### src/rtl/cpu_types_pkg.sv
// -----------------------------------------------------------------------------
// cpu_types_pkg
// Shared types for the 5-stage MIPS pipeline: datapath word, register index,
// writeback-select encodings and the EX/MEM access-tracking state.
// -----------------------------------------------------------------------------
package cpu_types_pkg;

  localparam int WORD_W = 32;
  localparam int REG_W  = 5;

  typedef logic [WORD_W-1:0] word_t;
  typedef logic [REG_W-1:0]  regbits_t;

  // Writeback source select carried down the pipe as MemtoReg.
  typedef enum logic [1:0] {
    MTR_ALU = 2'd0,
    MTR_MEM = 2'd1,
    MTR_LUI = 2'd2,
    MTR_PC4 = 2'd3
  } memtoreg_t;

  // IDLE: no access, REQ: access outstanding, DONE: access complete and
  // waiting for the pipeline to advance.
  typedef enum logic [1:0] {
    IDLE = 2'd0,
    REQ  = 2'd1,
    DONE = 2'd2
  } ex_mem_state_t;

  function automatic logic is_mem_op(input logic dren, input logic dwen);
    return dren | dwen;
  endfunction

endpackage

### src/rtl/ex_mem_if.sv
// -----------------------------------------------------------------------------
// EX_MEM_if
// Signal bundle for the EX/MEM pipeline register. The ex_mem modport is the
// latch's view: execute-stage results and pipeline controls in, registered
// copies plus the outstanding-access flag out.
// -----------------------------------------------------------------------------
interface EX_MEM_if;
  import cpu_types_pkg::*;

  // pipeline control
  logic     ihit, dhit, stall, flush;
  // execute-stage results
  word_t    portO, dmemstore, LUI, pcp4;
  logic [1:0] MemtoReg;
  regbits_t Wsel;
  logic     RegWEN, dREN, dWEN, halt;
  // registered copies toward MEM / M_WB
  word_t    portO_out, dmemstore_out, LUI_out, pcp4_out;
  logic [1:0] MemtoReg_out;
  regbits_t Wsel_out;
  logic     RegWEN_out, dREN_out, dWEN_out, halt_out;
  logic     mem_busy;

  modport ex_mem (
    input  ihit, dhit, stall, flush,
    input  portO, dmemstore, LUI, pcp4, MemtoReg, Wsel,
    input  RegWEN, dREN, dWEN, halt,
    output portO_out, dmemstore_out, LUI_out, pcp4_out, MemtoReg_out, Wsel_out,
    output RegWEN_out, dREN_out, dWEN_out, halt_out, mem_busy
  );
endinterface

### src/rtl/ex_mem_latch.sv
// -----------------------------------------------------------------------------
// ex_mem_latch
// EX/MEM pipeline register. Captures execute results when the pipeline
// advances (ihit & ~stall), inserts a bubble on flush, and drops dREN/dWEN as
// soon as dhit returns so a finished load/store is not reissued while the
// pipeline waits on ihit. halt_out is sticky until RST.
//
// Ports:
//   CLK, RST                 clock, synchronous active-high reset
//   ihit, dhit, stall, flush pipeline controls
//   portO, dmemstore, LUI,   execute-stage data (WORD_W)
//   pcp4
//   MemtoReg, Wsel, RegWEN,  execute-stage control
//   dREN, dWEN, halt
//   *_out                    registered copies, 1-cycle latency
//   mem_busy                 data-memory request outstanding
// -----------------------------------------------------------------------------
module ex_mem_latch
  import cpu_types_pkg::*;
(
  input  logic       CLK,
  input  logic       RST,
  input  logic       ihit,
  input  logic       dhit,
  input  logic       stall,
  input  logic       flush,
  input  word_t      portO,
  input  word_t      dmemstore,
  input  word_t      LUI,
  input  word_t      pcp4,
  input  logic [1:0] MemtoReg,
  input  regbits_t   Wsel,
  input  logic       RegWEN,
  input  logic       dREN,
  input  logic       dWEN,
  input  logic       halt,
  output word_t      portO_out,
  output word_t      dmemstore_out,
  output word_t      LUI_out,
  output word_t      pcp4_out,
  output logic [1:0] MemtoReg_out,
  output regbits_t   Wsel_out,
  output logic       RegWEN_out,
  output logic       dREN_out,
  output logic       dWEN_out,
  output logic       halt_out,
  output logic       mem_busy
);

  EX_MEM_if exm ();

  assign exm.ihit      = ihit;
  assign exm.dhit      = dhit;
  assign exm.stall     = stall;
  assign exm.flush     = flush;
  assign exm.portO     = portO;
  assign exm.dmemstore = dmemstore;
  assign exm.LUI       = LUI;
  assign exm.pcp4      = pcp4;
  assign exm.MemtoReg  = MemtoReg;
  assign exm.Wsel      = Wsel;
  assign exm.RegWEN    = RegWEN;
  assign exm.dREN      = dREN;
  assign exm.dWEN      = dWEN;
  assign exm.halt      = halt;

  ex_mem_state_t r_state;
  ex_mem_state_t w_next_state;
  logic          w_advance;
  logic          w_dhit_drop;

  word_t      r_portO, r_dmemstore, r_LUI, r_pcp4;
  logic [1:0] r_MemtoReg;
  regbits_t   r_Wsel;
  logic       r_RegWEN, r_dREN, r_dWEN, r_halt;

  assign w_advance = exm.ihit & ~exm.stall;

  // Priority: flush > advance > dhit-drop > hold. On a same-edge dhit and
  // advance the new instruction's request wins and the old one is complete.
  // NOTE: every output of an always_comb gets a default first so no latch is inferred.
  always_comb begin
    w_next_state = r_state;
    w_dhit_drop  = 1'b0;
    if (exm.flush) begin
      w_next_state = IDLE;
    end else if (w_advance) begin
      w_next_state = is_mem_op(exm.dREN, exm.dWEN) ? REQ : IDLE;
    end else if (exm.dhit && r_state == REQ) begin
      w_next_state = DONE;
      w_dhit_drop  = 1'b1;
    end
  end

  // NOTE: sequential state uses non-blocking assignments only; reset is synchronous.
  always_ff @(posedge CLK) begin
    if (RST) begin
      r_state     <= IDLE;
      r_portO     <= '0;
      r_dmemstore <= '0;
      r_LUI       <= '0;
      r_pcp4      <= '0;
      r_MemtoReg  <= '0;
      r_Wsel      <= '0;
      r_RegWEN    <= 1'b0;
      r_dREN      <= 1'b0;
      r_dWEN      <= 1'b0;
      r_halt      <= 1'b0;
    end else begin
      r_state <= w_next_state;
      if (exm.flush) begin
        // Bubble: halt_out deliberately survives a flush.
        r_portO     <= '0;
        r_dmemstore <= '0;
        r_LUI       <= '0;
        r_pcp4      <= '0;
        r_MemtoReg  <= '0;
        r_Wsel      <= '0;
        r_RegWEN    <= 1'b0;
        r_dREN      <= 1'b0;
        r_dWEN      <= 1'b0;
      end else if (w_advance) begin
        r_portO     <= exm.portO;
        r_dmemstore <= exm.dmemstore;
        r_LUI       <= exm.LUI;
        r_pcp4      <= exm.pcp4;
        r_MemtoReg  <= exm.MemtoReg;
        r_Wsel      <= exm.Wsel;
        r_RegWEN    <= exm.RegWEN;
        r_dREN      <= exm.dREN;
        r_dWEN      <= exm.dWEN;
        r_halt      <= r_halt | exm.halt;
      end else if (w_dhit_drop) begin
        // Access finished: stop requesting, keep writeback info for M_WB.
        r_dREN <= 1'b0;
        r_dWEN <= 1'b0;
      end
    end
  end

  assign exm.portO_out     = r_portO;
  assign exm.dmemstore_out = r_dmemstore;
  assign exm.LUI_out       = r_LUI;
  assign exm.pcp4_out      = r_pcp4;
  assign exm.MemtoReg_out  = r_MemtoReg;
  assign exm.Wsel_out      = r_Wsel;
  assign exm.RegWEN_out    = r_RegWEN;
  assign exm.dREN_out      = r_dREN;
  assign exm.dWEN_out      = r_dWEN;
  assign exm.halt_out      = r_halt;
  assign exm.mem_busy      = (r_dREN | r_dWEN) & (r_state == REQ);

  assign portO_out     = exm.portO_out;
  assign dmemstore_out = exm.dmemstore_out;
  assign LUI_out       = exm.LUI_out;
  assign pcp4_out      = exm.pcp4_out;
  assign MemtoReg_out  = exm.MemtoReg_out;
  assign Wsel_out      = exm.Wsel_out;
  assign RegWEN_out    = exm.RegWEN_out;
  assign dREN_out      = exm.dREN_out;
  assign dWEN_out      = exm.dWEN_out;
  assign halt_out      = exm.halt_out;
  assign mem_busy      = exm.mem_busy;

endmodule

### config.mk
export PLATFORM = sky130hd
export DESIGN_NAME = ex_mem_latch
export DESIGN_NICKNAME = d
export VERILOG_FILES = /design/src/rtl/cpu_types_pkg.sv /design/src/rtl/ex_mem_if.sv /design/src/rtl/ex_mem_latch.sv
export SDC_FILE = /design/constraint.sdc
export NUM_CORES = 1
export LEC_CHECK = 0
export BUFFER_PORTS_ARGS = -buffer_cell sky130_fd_sc_hd__buf_2
export CAP_MARGIN = 20
export CORE_MARGIN = 2
export CORE_UTILIZATION = 44
export CTS_BUF_LIST = sky130_fd_sc_hd__clkbuf_4 sky130_fd_sc_hd__clkbuf_8 sky130_fd_sc_hd__clkbuf_16
export DETAILED_ROUTE_END_ITERATION = 10
export GPL_TIMING_DRIVEN = 0
export PLACE_DENSITY = 0.91
export SYNTH_ARGS = -nofsm -noshare
export SYNTH_HDL_FRONTEND = slang
export SYNTH_SLANG_ARGS = --single-unit
### constraint.sdc
create_clock -name CLK -period 0.9 [get_ports CLK]
set_input_delay 0.045 -clock CLK [delete_from_list [all_inputs] [get_ports CLK]]
set_output_delay 0.045 -clock CLK [all_outputs]
set_load 0.005 [all_outputs]
## Yosys cells after proc, flatten, opt, wreduce, memory -nomap -nowiden

Index checks and enable logic that the tools add are counted.

- Register bits: 141
- Logic and storage cells: 33
- Output and inout port bits: 140
- Input port bits: 145

- Bitwise logic cells: 7
- Reductions and logical operators: 5
- Mux-type cells: 9
- Eq/ne operators: 1

Operator list:

| cell | number |
|---|---|
| $mux W1 | 7 |
| $mux W2 | 2 |
| $reduce_bool A2 Y1 | 2 |
| $or A1 B1 Y1 | 3 |
| $and A1 B1 Y1 | 2 |
| $eq A2 B1 Y1 const B | 1 |
| $not A1 Y1 | 2 |
| $reduce_and A2 Y1 | 1 |
| $reduce_or A2 Y1 | 1 |
| $logic_and A1 B1 Y1 | 1 |

## Logic depth before layout (Yosys ltp)

Gate-level depths: netlist (run 1).

- Depth after elaboration: 7
- Mapped depth: 6
- Mapped depth without buffers: 3

## Worst setup path after synthesis (run 1)

OpenSTA, ideal clock, no wires.

- Path type: input-to-reg
- Start point: input port flush
- End point: register r_LUI[10] (netlist: LUI_out[10])
- Path slack: 0.081 ns
- Setup time: 0.066 ns
- Data required time: 0.834 ns
- Data arrival time: 0.753 ns
- Stages: 5
- Path buffers: 3
- Path through: or2_1 > buf_2 > buf_6 > buf_6 > a21oi_2

- Word-level cells in the longest chain between the ends: 1

Ends and longest elaborated chain:

| item | line | text |
|---|---|---|
| from (decl) | ex_mem_latch.sv:26 | `input logic flush,` |
| $reduce_or A2 Y1 (no source line) | - |  |
| to (signal assigned) | ex_mem_latch.sv:125 | `r_LUI <= exm.LUI;` |
| to (decl) | ex_mem_latch.sv:72 | `word_t r_portO, r_dmemstore, r_LUI, r_pcp4;` |

Every way passes these cells.
A chain may end at the register's enable or synchronous reset.

## Worst setup path after layout (run 1)

- Start point: register r_dWEN (netlist: dWEN_out)
- End point: output port mem_busy

- Word-level cells in the longest chain between the ends: 2

Ends and longest elaborated chain:

| item | line | text |
|---|---|---|
| from (decl) | ex_mem_latch.sv:75 | `logic r_RegWEN, r_dREN, r_dWEN, r_halt;` |
| from (signal assigned) | ex_mem_latch.sv:131 | `r_dWEN <= exm.dWEN;` |
| $or A1 B1 Y1 | ex_mem_latch.sv:151 | `assign exm.mem_busy = (r_dREN \| r_dWEN) & (r_state == REQ);` |
| $and A1 B1 Y1 | ex_mem_latch.sv:151 |  |
| to (decl) | ex_mem_latch.sv:47 | `output logic mem_busy` |

Every way passes these cells.

==> results of run 1 <==
## cell families after synthesis
kind of cell	count (synthesis)
AND/OR/NAND/NOR	287
flip-flops	141
AO/OA/AOI/OAI	141
buffers and inverters	48
## power by group
| group | internal (uW) | switching, uW | leakage [uW] | total [uW] |
|---|---|---|---|---|
| clock network | 4030 | 2600 | 0.000275 | 6630 |
| registers | 6410 | 111 | 0.00121 | 6520 |
| logic | 1100 | 988 | 0.00281 | 2090 |
| total | 11500 | 3700 | 0.00430 | 15200 |
## final cells by class
cell class              count  area (sq um)  share of cell area (%)
flip-flops and latches    141          2999                   30.57
clock inverters             1         5.005                 0.05101
plain buffers              47         334.1                   3.405
repair buffers            470          3699                   37.70
multi-input cells         428          2038                   20.78
diodes                      6         15.01                  0.1530
well taps                 143         178.9                   1.824
inverters                   1         3.754                 0.03826
clock buffers              27         538.0                   5.484
## metrics by stage
stage / instances / hold WS (ns) / util (%) / area (sq um) / total power (uW)
floorplan: 617 / 0.1174 / - / 5194 / 7195
global placement: 1044 / 0.2139 / 59.25 / 6794 / 7793
detailed placement: 1044 / 0.2277 / 59.25 / 6794 / 7819
CTS: 1224 / 0.1684 / 80.25 / 9203 / 14740
global route: 1264 / 0.2367 / 85.55 / 9811 / 15610
finish: 1264 / 0.2224 / 85.55 / 9811 / 15230
## synthesized netlist by cell type
cell type and n:
a31oi_1 1, buf_6 12, dfxtp_1 141, nor2b_1 1
or2_1 1, a21oi_1 80, inv_1 1, nand3b_1 1
nand2b_1 2, buf_2 18, nand2_1 274, nor3_1 3
nand3_1 2, clkbuf_4 2, clkbuf_1 5, nor2_1 2
buf_4 10, nor3b_1 1, a21oi_2 60
## metal layers
metal | GRT usage [%] | up-vias
met4 | 24.31 | 0
met2 | 64.03 | 699
met1 | 36.41 | 3279
met5 | 0 | -
met3 | 9.179 | 236
li1 | - | 2957
## timing repair
| action | in CTS | in global routing |
|---|---|---|
| buffers inserted | 10 | 34 |
| setup endpoints to repair | 115 | 142 |
| gates resized for setup | 151 | 75 |
| endpoints found under the hold margin | 141 | 0 |
| pin swaps | 0 | 2 |
| hold buffers | 142 | 0 |
## critical path: stages, from the launching register on
cell and delay, ns:
dfxtp_2 0.33, nor2_1 0.06, nor3b_2 0.20, buf_2 0.17
## state kept, by name, indices dropped and copies added, names as in the netlist
signal         flops
LUI_out           32
r_state            2
halt_out           1
Wsel_out           5
dWEN_out           1
MemtoReg_out       2
portO_out         32
pcp4_out          32
dREN_out           1
RegWEN_out         1
dmemstore_out     32
## how the worst max path moves through the flow
stage                        start      endpoint  slack (ns)  cells past startpoint
after floorplan              flush   LUI_out[10]        0.08                      5
after global placement       stall  portO_out[3]       -0.22                      6
after detailed placement     stall  portO_out[2]       -0.25                      6
after CTS                 dWEN_out      mem_busy       -0.23                      3
after global routing      dREN_out      mem_busy       -0.32                      3
final                     dWEN_out      mem_busy       -0.31                      3
==> flow_metrics.env, run 1 <==
export IMPL_hold_end="portO_out[15]"
export IMPL_cts_tree="yes"
export IMPL_syn_instance_count=617
export IMPL_finClkSkew_ns=0.001088
export IMPL_yosysUniqueCellTypes=19
export IMPL_coreArea_sq_mm=0.01147
export IMPL_crit_path_start_kind="flop"
export IMPL_synth_top_area_share_pct=54.35
export IMPL_wire_per_inst_microns=21.84
export IMPL_cts_buffer_depth=2
export IMPL_synth_fa_ha_area_share_pct=0
export IMPL_setup_tns_ns=-1.210
export IMPL_grt_max_degree=17
export IMPL_syn_num_nets=762
export IMPL_avgSynthCellArea_sq_um=8.418
export IMPL_route_antenna_remaining_nets=0
export IMPL_drc=0
export IMPL_violations="negative setup slack"
export IMPL_rsz0062_at_grt="true"
export IMPL_final_cell_mix="274 x nand2_1, 218 x buf_2, 142 x dlygate4sd3_1"
export IMPL_dp_hpwl_microns=11690
export IMPL_firstDrtPassIters=8
export IMPL_tightest_slew_ns=0.5607
export IMPL_top_layer_used="met4"
export IMPL_io_pins=285
export IMPL_vias=7171
export IMPL_grt_first_pass_wirelength_microns=35740
export IMPL_p_leak_uw=0.004297
export IMPL_hold_path_startpoint="ihit"
export IMPL_ir_drop_v=0.001420
export IMPL_routed_wl_microns=27610
export IMPL_root_buffer="clkbuf_16"
export IMPL_fillers=476
export IMPL_worstHoldPathCells=5
export IMPL_finalNetCount=1251
export IMPL_syn_cell_area_sq_mm=0.005194
export IMPL_grt_usage_pct=35.79
export IMPL_drt_vias_per_instance=5.673
export IMPL_drtIter0Drc=771
export IMPL_synth_top_family_by_area="simple AND/OR/NAND/NOR gates"
export IMPL_outcome="finished with violations"
export IMPL_synthMuxAreaShare_pct=0
export IMPL_finalCritPeriodShare_pct=134.0
export IMPL_clkTransAtPathRegs_ns=0.06
export IMPL_final_common_cell="nand2_1"
export IMPL_r2r_start="dmemstore_out[4]"
export IMPL_ys_seq_elements=141
export IMPL_portBuffers=284
export IMPL_r2r_cells=4
export IMPL_clk_latency_ns=0.41
export IMPL_htreeDepth=4
export IMPL_reg2reg_to="dmemstore_out[4]"
export IMPL_worstPathRequired_ns=0.85
export IMPL_initial_core_util_pct=45.29
export IMPL_synth_simple_area_share_pct=21.20
export IMPL_power_per_cell_area_mw_per_mm2=1553
export IMPL_ys_warn_count=0
export IMPL_die_width_microns=112.6
export IMPL_arrival_ns=1.16
export IMPL_met1_length_microns=8834
export IMPL_finalSetupViolCount=55
export IMPL_critPathCaptureType="primary output"
export IMPL_max_clock_freq_ghz=0.8291
export IMPL_synth_area_leaders="dfxtp_1 54%, nand2_1 20%, a21oi_2 10%, a21oi_1 7.7%, buf_6 2.6%"
export IMPL_grt_overflow_total=0
export IMPL_hold_viol=0
export IMPL_cts_sinks=141
export IMPL_numCtsBuffers=17
export IMPL_rows=39
export IMPL_dr_wl_met2_microns=13380
export IMPL_setup_slack_ns=-0.3061
export IMPL_synth_xor_area_share_pct=0
export IMPL_area_growth_pct=88.89
export IMPL_dieArea_sq_mm=0.01269
export IMPL_wl_met3_microns=2778
export IMPL_post_route_min_period_ns=1.206
export IMPL_place_ws_ns=-0.2468
export IMPL_max_cap_violations=0
export IMPL_antenna_found_initial=6
export IMPL_slew_violations=0
export IMPL_synth_largest_area_cell="dfxtp_1"
export IMPL_grt_pass1_vias=6941
export IMPL_die_h_microns=112.6
export IMPL_layout_drive_gt1_share_pct=53.81
export IMPL_gp_congestion=0.8075
export IMPL_worst_path_max_fanout=2
export IMPL_r2r_setup_slack_ns=0
export IMPL_synth_compound_area_share_pct=17.95
export IMPL_max_slew_margin_rel_pct=62.62
export IMPL_ys_seq_area_share_pct=54.35
export IMPL_critical_path_class="reg -> out"
export IMPL_min_path_type="in -> reg"
No activity file was read; power rests on OpenSTA's default activity.
==> run 2: changes to the inputs <==
--- a/config.mk
+++ b/config.mk
@@ -6,13 +6,14 @@
 export NUM_CORES = 1
 export LEC_CHECK = 0
 export BUFFER_PORTS_ARGS = -buffer_cell sky130_fd_sc_hd__buf_2
-export CAP_MARGIN = 20
 export CORE_MARGIN = 2
 export CORE_UTILIZATION = 44
 export CTS_BUF_LIST = sky130_fd_sc_hd__clkbuf_4 sky130_fd_sc_hd__clkbuf_8 sky130_fd_sc_hd__clkbuf_16
 export DETAILED_ROUTE_END_ITERATION = 10
 export GPL_TIMING_DRIVEN = 0
+export HOLD_SLACK_MARGIN = 0.03
 export PLACE_DENSITY = 0.91
+export SKIP_CTS_REPAIR_TIMING = 1
 export SYNTH_ARGS = -nofsm -noshare
 export SYNTH_HDL_FRONTEND = slang
 export SYNTH_SLANG_ARGS = --single-unit
==> flow_metrics.env, run 2 (same netlist as run 1, synthesis figures left out) <==
export IMPL_outcome="finished with violations"
export IMPL_violations="negative setup slack"
export IMPL_rsz0062_at_grt="true"
export IMPL_hold_viol=0
export IMPL_drc=0
export IMPL_grt_max_degree=17
export IMPL_grt_first_pass_wirelength_microns=24380
export IMPL_setup_tns_ns=-0.7606
export IMPL_rows=39
export IMPL_instances_no_fill=1227
export IMPL_path_cells="nor2_1, nor3b_2, buf_2"
export IMPL_place_inst=1044
export IMPL_cp_startpoint="dREN_out"
export IMPL_postLayoutCoreUtil_pct=82.37
export IMPL_worst_path_max_fanout=3
export IMPL_finalNetCount=1218
export IMPL_cpMaxStageDelayCell="dfxtp_2"
export IMPL_critical_path_class="reg -> out"
export IMPL_drtIter0Drc=608
export IMPL_cts_sinks=141
export IMPL_root_buffer="clkbuf_16"
export IMPL_grt_overflow_total=0
export IMPL_grt_usage_pct=24.21
export IMPL_power_per_cell_area_mw_per_mm2=1597
export IMPL_wire_per_inst_microns=20.37
export IMPL_clk_latency_ns=0.41
export IMPL_vias=6686
export IMPL_final_cell_mix="274 x nand2_1, 235 x buf_2, 142 x dlygate4sd3_1"
export IMPL_portBuffers=284
export IMPL_clkTransAtPathRegs_ns=0.06
export IMPL_max_stage_delay_ns=0.34
export IMPL_antenna_found_initial=2
export IMPL_top_usage_layer="met2"
export IMPL_route_antenna_remaining_nets=0
export IMPL_min_path_type="in -> reg"
export IMPL_die_h_microns=112.6
export IMPL_use_met3_pct=7.451
export IMPL_post_route_min_period_ns=1.159
export IMPL_initial_core_util_pct=45.29
export IMPL_whs_ns=0.2524
export IMPL_ir_drop_v=0.001284
export IMPL_critPathCaptureType="primary output"
export IMPL_cts_buffer_depth=2
export IMPL_max_slew_margin_rel_pct=64.73
export IMPL_p_leak_uw=0.004107
export IMPL_coreArea_sq_mm=0.01147
export IMPL_htreeDepth=4
export IMPL_arrival_ns=1.11
export IMPL_cts_tree="yes"
export IMPL_grt_util_met2_pct=42.79
export IMPL_crit_path_start_kind="flop"
export IMPL_worstPathRequired_ns=0.85
export IMPL_r2r_start="r_state[1]"
export IMPL_finalSetupViolCount=56
export IMPL_io_pins=285
export IMPL_max_cap_violations=0
export IMPL_finClkSkew_ns=0.0006066
export IMPL_max_clock_freq_ghz=0.8629
export IMPL_dp_hpwl_microns=11690
export IMPL_finalCritPeriodShare_pct=128.8
export IMPL_dieArea_sq_mm=0.01269
export IMPL_met1_usage_pct=26.24
export IMPL_grt_pass1_vias=5195
export IMPL_slew_violations=0
export IMPL_firstDrtPassIters=7
export IMPL_final_common_cell="nand2_1"
export IMPL_die_width_microns=112.6
export IMPL_area_growth_pct=81.86
export IMPL_routed_wl_microns=24990
export IMPL_numCtsBuffers=17
export IMPL_drt_vias_per_instance=5.449
export IMPL_layout_drive_gt1_share_pct=52.31
export IMPL_setup_slack_ns=-0.2589
export IMPL_tightest_slew_ns=0.5290
export IMPL_hold_path_startpoint="ihit"
export IMPL_gp_congestion=0.8075
[run 2: cell types whose count changed in the layout (fill, tap and decap cells not counted), sizes merged]
| cell | change |
|---|---|
| buf | -33 |
| diode | -4 |
[run 2: layer usage]
| metal | wire (microns) | share of wire, % |
|---|---|---|
| met5 | 0 | 0 |
| met4 | 1802 | 7.2 |
| met1 | 8429 | 34 |
| met3 | 2215 | 8.9 |
| met2 | 12540 | 50 |
[run 2: where the power goes]
part	internal (uW)	total [uW]	switching, uW
Sequential	6410	6510	104
Clock	4020	6590	2560
Combinational	1040	1990	942
[run 2: cell type report]
type,instances,area (sq um)
tap,143,178.9
sequential,141,2998
clock buffer,27,538.0
timing repair buffer,437,3344
inverter,1,3.754
clock inverter,1,5.005
multi-input combinational,428,2038
buffer,47,334.1
antenna,2,5.005
fill,524,2022
[run 2: worst paths after layout]
path                            cells past startpoint  slack (ns)       endpoint
worst min register to register                      2        0.45    pcp4_out[1]
worst max register to register                      3       -0.04       dWEN_out
worst min-delay path                                5        0.25  portO_out[18]
worst max-delay path                                3       -0.26       mem_busy
[run 2: stage by stage]
step,power (uW),worst slack (ns),area (sq um)
global route,15470,-0.2778,9445
CTS,14180,-0.2664,7337
detailed placement,7819,-0.2468,6794
floorplan,7195,0.08148,5194
global placement,7793,-0.2168,6794
finish,15080,-0.2589,9445
[run 2: critical path, delay by kind of cell (launching register included)]
kind                   cells  cell delay, ns
buffers and inverters      1            0.15
DFF                        1            0.34
and+or+nand+nor            2            0.22
